**src/rtl/mux_nx1_scan_pkg.sv**
```systemverilog
// mux_nx1_scan_pkg: mode encodings and index-width helper shared by the scan mux files
package mux_nx1_scan_pkg;

    localparam logic MODE_MANUAL = 1'b0;
    localparam logic MODE_SCAN   = 1'b1;

    // Width of an index over n values, never below one bit.
    function automatic int idx_w(input int n);
        return (n > 1) ? $clog2(n) : 1;
    endfunction

endpackage

```
**src/rtl/mux_nx1_scan_divider.sv**
```systemverilog
// mux_nx1_scan_divider: mod-DIV phase counter, tick flags the terminal count
module mux_nx1_scan_divider
    import mux_nx1_scan_pkg::*;
#(
    parameter int DIV = 4
) (
    input  logic clock,
    input  logic reset,
    input  logic clr,
    input  logic en,
    output logic tick
);

    localparam int CW = idx_w(DIV);

    logic [CW-1:0] cnt;

    assign tick = cnt == CW'(DIV - 1);

    always_ff @(posedge clock or negedge reset) begin
        if (!reset)
            cnt <= '0;
        else if (clr)
            cnt <= '0;
        else if (en)
            cnt <= tick ? '0 : cnt + CW'(1);
    end

endmodule

```
**src/rtl/mux_nx1_scan.sv**
```systemverilog
// mux_nx1_scan: registered N:1 channel mux with manual select or round-robin scan
module mux_nx1_scan
    import mux_nx1_scan_pkg::*;
#(
    parameter int               WIDTH       = 4,
    parameter int               N           = 4,
    parameter int               SCAN_DIV    = 4,
    parameter logic [WIDTH-1:0] DEFAULT_VAL = '0,
    localparam int              SEL_W       = idx_w(N)
) (
    input  logic               clock,
    input  logic               reset,
    input  logic [N*WIDTH-1:0] D,
    input  logic [SEL_W-1:0]   SEL,
    input  logic               MODE,
    input  logic               EN,
    output logic [WIDTH-1:0]   OUT,
    output logic [SEL_W-1:0]   SEL_ATUAL,
    output logic               VALID,
    output logic               WRAP
);

    logic [WIDTH-1:0] ch [N];
    logic [SEL_W-1:0] cur, nxt;
    logic             scan, tick, last, sel_ok;

    always_comb begin
        for (int i = 0; i < N; i++)
            ch[i] = D[i*WIDTH +: WIDTH];
    end

    assign scan   = MODE == MODE_SCAN;
    assign sel_ok = int'(SEL) < N;
    // A stale out-of-range manual index restarts scanning from channel 0.
    assign cur    = (int'(SEL_ATUAL) < N) ? SEL_ATUAL : '0;
    assign last   = int'(cur) == N - 1;
    assign nxt    = last ? '0 : cur + SEL_W'(1);

    mux_nx1_scan_divider #(.DIV(SCAN_DIV)) u_div (
        .clock (clock),
        .reset (reset),
        .clr   (!scan),
        .en    (EN),
        .tick  (tick)
    );

    always_ff @(posedge clock or negedge reset) begin
        if (!reset) begin
            OUT       <= DEFAULT_VAL;
            SEL_ATUAL <= '0;
            VALID     <= 1'b0;
            WRAP      <= 1'b0;
        end else if (!EN) begin
            WRAP      <= 1'b0;
        end else if (scan) begin
            OUT       <= ch[cur];
            VALID     <= 1'b1;
            SEL_ATUAL <= tick ? nxt : cur;
            WRAP      <= tick && last;
        end else begin
            OUT       <= sel_ok ? ch[SEL] : DEFAULT_VAL;
            VALID     <= sel_ok;
            SEL_ATUAL <= SEL;
            WRAP      <= 1'b0;
        end
    end

endmodule

```
**config.mk**
```make
export PLATFORM = sky130hd
export DESIGN_NAME = mux_nx1_scan
export DESIGN_NICKNAME = d
export VERILOG_FILES = /design/src/rtl/mux_nx1_scan_pkg.sv /design/src/rtl/mux_nx1_scan_divider.sv /design/src/rtl/mux_nx1_scan.sv
export SDC_FILE = /design/constraint.sdc
export NUM_CORES = 1
export LEC_CHECK = 0
export CAP_MARGIN = 5
export CORE_AREA = 2 2 45 47
export DETAILED_ROUTE_END_ITERATION = 8
export DIE_AREA = 0 0 47 49
export PLACE_DENSITY = 0.75
export SKIP_LAST_GASP = 1
export SYNTH_ARGS = -nofsm -noshare
export SYNTH_HDL_FRONTEND = slang
export SYNTH_SLANG_ARGS = --single-unit
```
**constraint.sdc**
```tcl
create_clock -name clock -period 2.1 [get_ports clock]
set_clock_uncertainty 0.2 [all_clocks]
set_input_delay 0.42 -clock clock [delete_from_list [all_inputs] [get_ports clock]]
set_output_delay 0.42 -clock clock [all_outputs]
set_load 0.1 [all_outputs]
```
After elaboration in Yosys (flattened, before gate mapping)
Cells that the tools add are included.
- add/sub/neg operators: 2
- order comparisons: 2
- equality and inequality tests: 4
- multiplexer cells: 15
- bitwise logic cells: 2
- reduce and logical (&&, ||, !) cells: 2
- operators with widths (cell ; count):
    2-to-1 mux 4 bit ; 5
    binary-select mux 4 bit (select 2 bit) ; 2
    2-to-1 mux 2 bit ; 6
    greater-or-equal comparator 3 bit, second input constant ; 2
    inverter 2 -> 3 bit ; 2
    adder 2 x 1 -> 2 bit, second input constant ; 2
    equality test 2 x 1 -> 1 bit, second input constant ; 1
    equality test 2 bit, second input constant ; 1
    2-to-1 mux 1 bit ; 2
    inequality test 2 x 1 -> 1 bit, second input constant ; 1
    inequality test 2 bit, second input constant ; 1
    AND reduction 2 bit ; 1
    logical AND 1 bit ; 1
- register bits: 10
- output and inout port bits: 8

Logic depth before layout (Yosys ltp)
- word-level depth: 5
- gate-level depth with buffers: 4
- depth with buffers taken out: 4

Hierarchy
From an unflattened synthesis, not the netlist that was laid out.
- cell total of the unflattened synthesis: 51
- area total of the unflattened synthesis: 663.1 µm²
- by module, submodules not included (module ; times used ; cells each ; area an instance (µm²) ; sequential area each (µm²)):
    mux_nx1_scan ; 1 ; 43 ; 563.0 ; 200.2
    mux_nx1_scan_divider ; 1 ; 8 ; 100.1 ; 50.0

Least setup slack after synthesis
Ideal clock, no wire load.
- path kind: register to register
- start: reg SEL_ATUAL[0]
- end: reg OUT[0]
- library setup time: 0.125 ns
- arrival: 1.845 ns
- setup slack: -0.070 ns
- cell stages (with the launch flop): 5
- buffers on the path: 1
- clock period less this slack: 2.170 ns
- cell sequence: dfrtp_1 buf_6 mux4_2 nor2b_1 o2bb2ai_1
- cells in the longest elaborated chain, start to end: 5
- ends and longest elaborated chain (what ; line ; source):
    from (decl) ; mux_nx1_scan.sv:18 ; output logic [SEL_W-1:0] SEL_ATUAL,
    from (signal assigned) ; mux_nx1_scan.sv:58 ; SEL_ATUAL <= tick ? nxt : cur;
    inverter 2 -> 3 bit (not written as such) ; mux_nx1_scan.sv:56 ; OUT <= ch[cur];
    binary-select mux 4 bit (select 2 bit) ; mux_nx1_scan.sv:56 ;
    2-to-1 mux 4 bit (not written as such) (2 in series) ; mux_nx1_scan.sv:56 ;
    2-to-1 mux 4 bit ; mux_nx1_scan.sv:55 ; end else if (scan) begin
    to (signal assigned) ; mux_nx1_scan.sv:56 ;
    to (signal assigned) ; mux_nx1_scan.sv:61 ; OUT <= sel_ok ? ch[SEL] : DEFAULT_VAL;
    to (decl) ; mux_nx1_scan.sv:17 ; output logic [WIDTH-1:0] OUT,
Every way passes these cells. The select of a mux whose other input is x is not followed.
A chain may end at the register's enable or synchronous reset.

Worst setup path in the final report
- start: in SEL[0]
- end: reg OUT[0]
- cells in the longest elaborated chain, start to end: 5
- ends and longest elaborated chain (what ; line ; source):
    from (decl) ; mux_nx1_scan.sv:14 ; input logic [SEL_W-1:0] SEL,
    inverter 2 -> 3 bit (not written as such) ; mux_nx1_scan.sv:61 ;
    binary-select mux 4 bit (select 2 bit) ; mux_nx1_scan.sv:61 ;
    2-to-1 mux 4 bit (not written as such) (2 in series) ; mux_nx1_scan.sv:61 ;
    2-to-1 mux 4 bit ; mux_nx1_scan.sv:55 ;
Every way passes these cells. The select of a mux whose other input is x is not followed.

==> run summary <==
The run finished with clean final reports. Before CTS, the worst setup slack after placement is 27.1 ps. The relative slew slack was 0.680; the arrival time of data at the critical path endpoint was 1730 ps. For this run, the leading register cell type out of synthesis is dfrtp_1. Along the worst path, the maximum fanout reaches 7. The run gives 2300 um2 as the full die area. The tree is rooted in a clkbuf_4. TritonCTS built the clock tree. The antenna diode instance count came out at 0.

The number of antenna violations at the first check in global routing was 0; the clock latency on the worst-skew pair was 270 ps. In this run, post-CTS hold repair placed 0 buffers. The floorplan step set the die height to 49 um. The core region is 1840 um2.

The tools report the global routing usage summed across all routing layers as 0.168. The logs give 1 for the depth of the CTS H-tree and 0 for the post-CTS setup repair buffer count. The share of the yosys chip area belonging to registers was 0.353; the fraction of final layout cells with drive strength greater than 1 was 0.210. The vias per cell is 5.12. The classification of the worst setup path was in2reg. In this run, synthesis inferred 0 flip-flops with an integrated enable. The max-slew violation total from the final report is 0, and the maximum buffer depth of the clock tree is 2. The number of warnings printed during yosys synthesis is 0, and the final cell count without fillers is 127. The fraction of registers with async set/reset was 1.00; the unique cell type count in the Yosys netlist was 26. The logs give 0.385 for the starting density of the core and 7 for the count of routing violations after the opening detailed-route iteration. For the sum of overflow across all layers after global routing, the log shows 0. The number of global-route vias before repair is 668. The synthesized area came out at 708 um2. At the pin with the least slew margin, the transition time is 479 ps. When the netlist entered floorplanning its net count stood at 92.

The number of placed instances, taps included is 123. The average cell area after synthesis was 10.4 um2. Leaving out fill and tap cells, the most frequent cell in the layout is clkdlybuf4s50_1.

Setup repair after global routing left no endpoint under its margin. From synthesis to final layout, the design area changed by 61.5%. Max-cap violations in this run came to 0. The category of the worst setup path capture point was a flip-flop. In this run, CTS created clock tree buffers numbering 3. The synthesized design contains 10 register bits. The run gives 0.497 nW as the leakage power figure.

In the layout the commonest cells are clkdlybuf4s50_1, mux2i_1, dfrtp_1, buf_12, o22a_1. For the maximum number of pins on one net before global-route repair, the log shows 13. Summed negative setup slack over all endpoints: 0 ps. Dividing total power by cell area gives a power density of 729 nW/um2. The total clock sinks came out at 10.

The class of the tightest hold or removal check is in2async. For the detailed-route via count, the log shows 650. Counting I/O delays and the setup requirement, the final critical path takes 1780 ps.

After clock tree synthesis, the clock-pin slew on the worst setup and hold paths is 80 ps. In this run the horizontal extent of the chip is 47 um. The final setup violation count was 0; the share of the clock period used by the worst path was 0.846. Synthesis produced 68 cells.

Routed length per placed instance: 13.7 um. The pre-antenna-repair detailed-routing pass consisted of 2 iterations. At the end of routability-driven placement, the weighted congestion stood at 0.801. The net count reported at finish was 125.

Wires add up to 1.74 mm. The count of input and output buffers works out to 29. Data on the critical path is required at its endpoint by 2060 ps. The sort of element at the start of the critical path was a primary input.

For this run, design rule violations remaining after detail routing come to 0. The logs give 1.37 mm for the placed wire-length estimate and 563 MHz for the maximum achievable frequency. The tools report the slack of the critical path as 324 ps. Across the VDD grid, the largest voltage drop is 410 uV.

Row generation in the floorplan step produced 16 rows. The run gives 0 as the final count of hold timing violations. The run gives 30 as the number of top-level pins.

The first global-routing pass estimated 2.86 mm of wire. The detail route stage leaves a number of antenna-violating nets equal to 0. The logs give 271 ps for the minimum hold slack and 0 for the number of resized instances in the post-cts repair step.
Yosys cell counts, drive strengths merged, types with 3 or more instances:
cell / number / share of area
nand2: 3 / 0.016
nand2b: 3 / 0.027
a31oi: 3 / 0.027
buf: 4 / 0.041
nor2: 5 / 0.027
o22a: 6 / 0.074
mux2i: 13 / 0.18
dfrtp: 10 / 0.35
worst max-delay path, cell delays in order:
cell and delay [ps]:
clkdlybuf4s50_1 680, mux2_2 370, o221ai_1 180, o2bb2ai_1 80
final timing paths:
| check | start | end | slack [ps] | cells past startpoint |
|---|---|---|---|---|
| min in group clock | VALID | VALID | 350 | 1 |
| worst min register to register | VALID | VALID | 350 | 1 |
| worst min-delay path | reset | OUT[2] | 270 | 1 |
| worst max-delay path | SEL[0] | OUT[0] | 320 | 4 |
| max in group asynchronous | reset | SEL_ATUAL[0] | 1080 | 1 |
| worst max register to register | SEL_ATUAL[0] | OUT[0] | 470 | 3 |
per-stage QoR:
step	cell area (um2)	util	power [mW]
finish	1140	0.621	0.833
floorplan	709	-	0.498
detailed placement	1110	0.601	0.656
CTS	1140	0.621	0.839
global placement	1110	0.601	0.651
global route	1140	0.621	0.881
kinds of logic after synthesis:
kind of cell | after synthesis | share of synthesized area
xor+xnor | 1 | 0.0124
simple gates | 17 | 0.124
buf+inv | 6 | 0.0512
mux | 16 | 0.247
compound gates | 16 | 0.177
flops | 10 | 0.353
fa+ha+maj | 2 | 0.0353
area by class of cell:
class                           count  area (um2)
Tap cell                           27        33.8
Clock buffer                        4        36.3
Timing Repair Buffer               32         393
Sequential cell                    10         251
Inverter                            2        7.51
Fill cell                         168         698
Multi-Input combinational cell     52         422
power breakdown:
part / leakage (nW) / internal (mW) / switching [mW] / total [mW]
clock network: 0.0210 / 0.105 / 0.0768 / 0.182
registers: 0.118 / 0.215 / 0.0436 / 0.259
logic: 0.358 / 0.179 / 0.213 / 0.392
registers in the layout, indices dropped and copies added, names as in the netlist:
| name | flops |
|---|---|
| OUT | 4 |
| SEL_ATUAL | 2 |
| VALID | 1 |
| WRAP | 1 |
| u_div.cnt | 2 |
routing by layer:
layer  GRT usage  up-vias  part of all wire
met5           0        -                 0
met4      0.0648        0            0.0075
met3      0.0370        2             0.038
met2       0.260       14              0.49
met1       0.222      315              0.47
li1            -      319                 -
(Power assumes the default switching activity.)
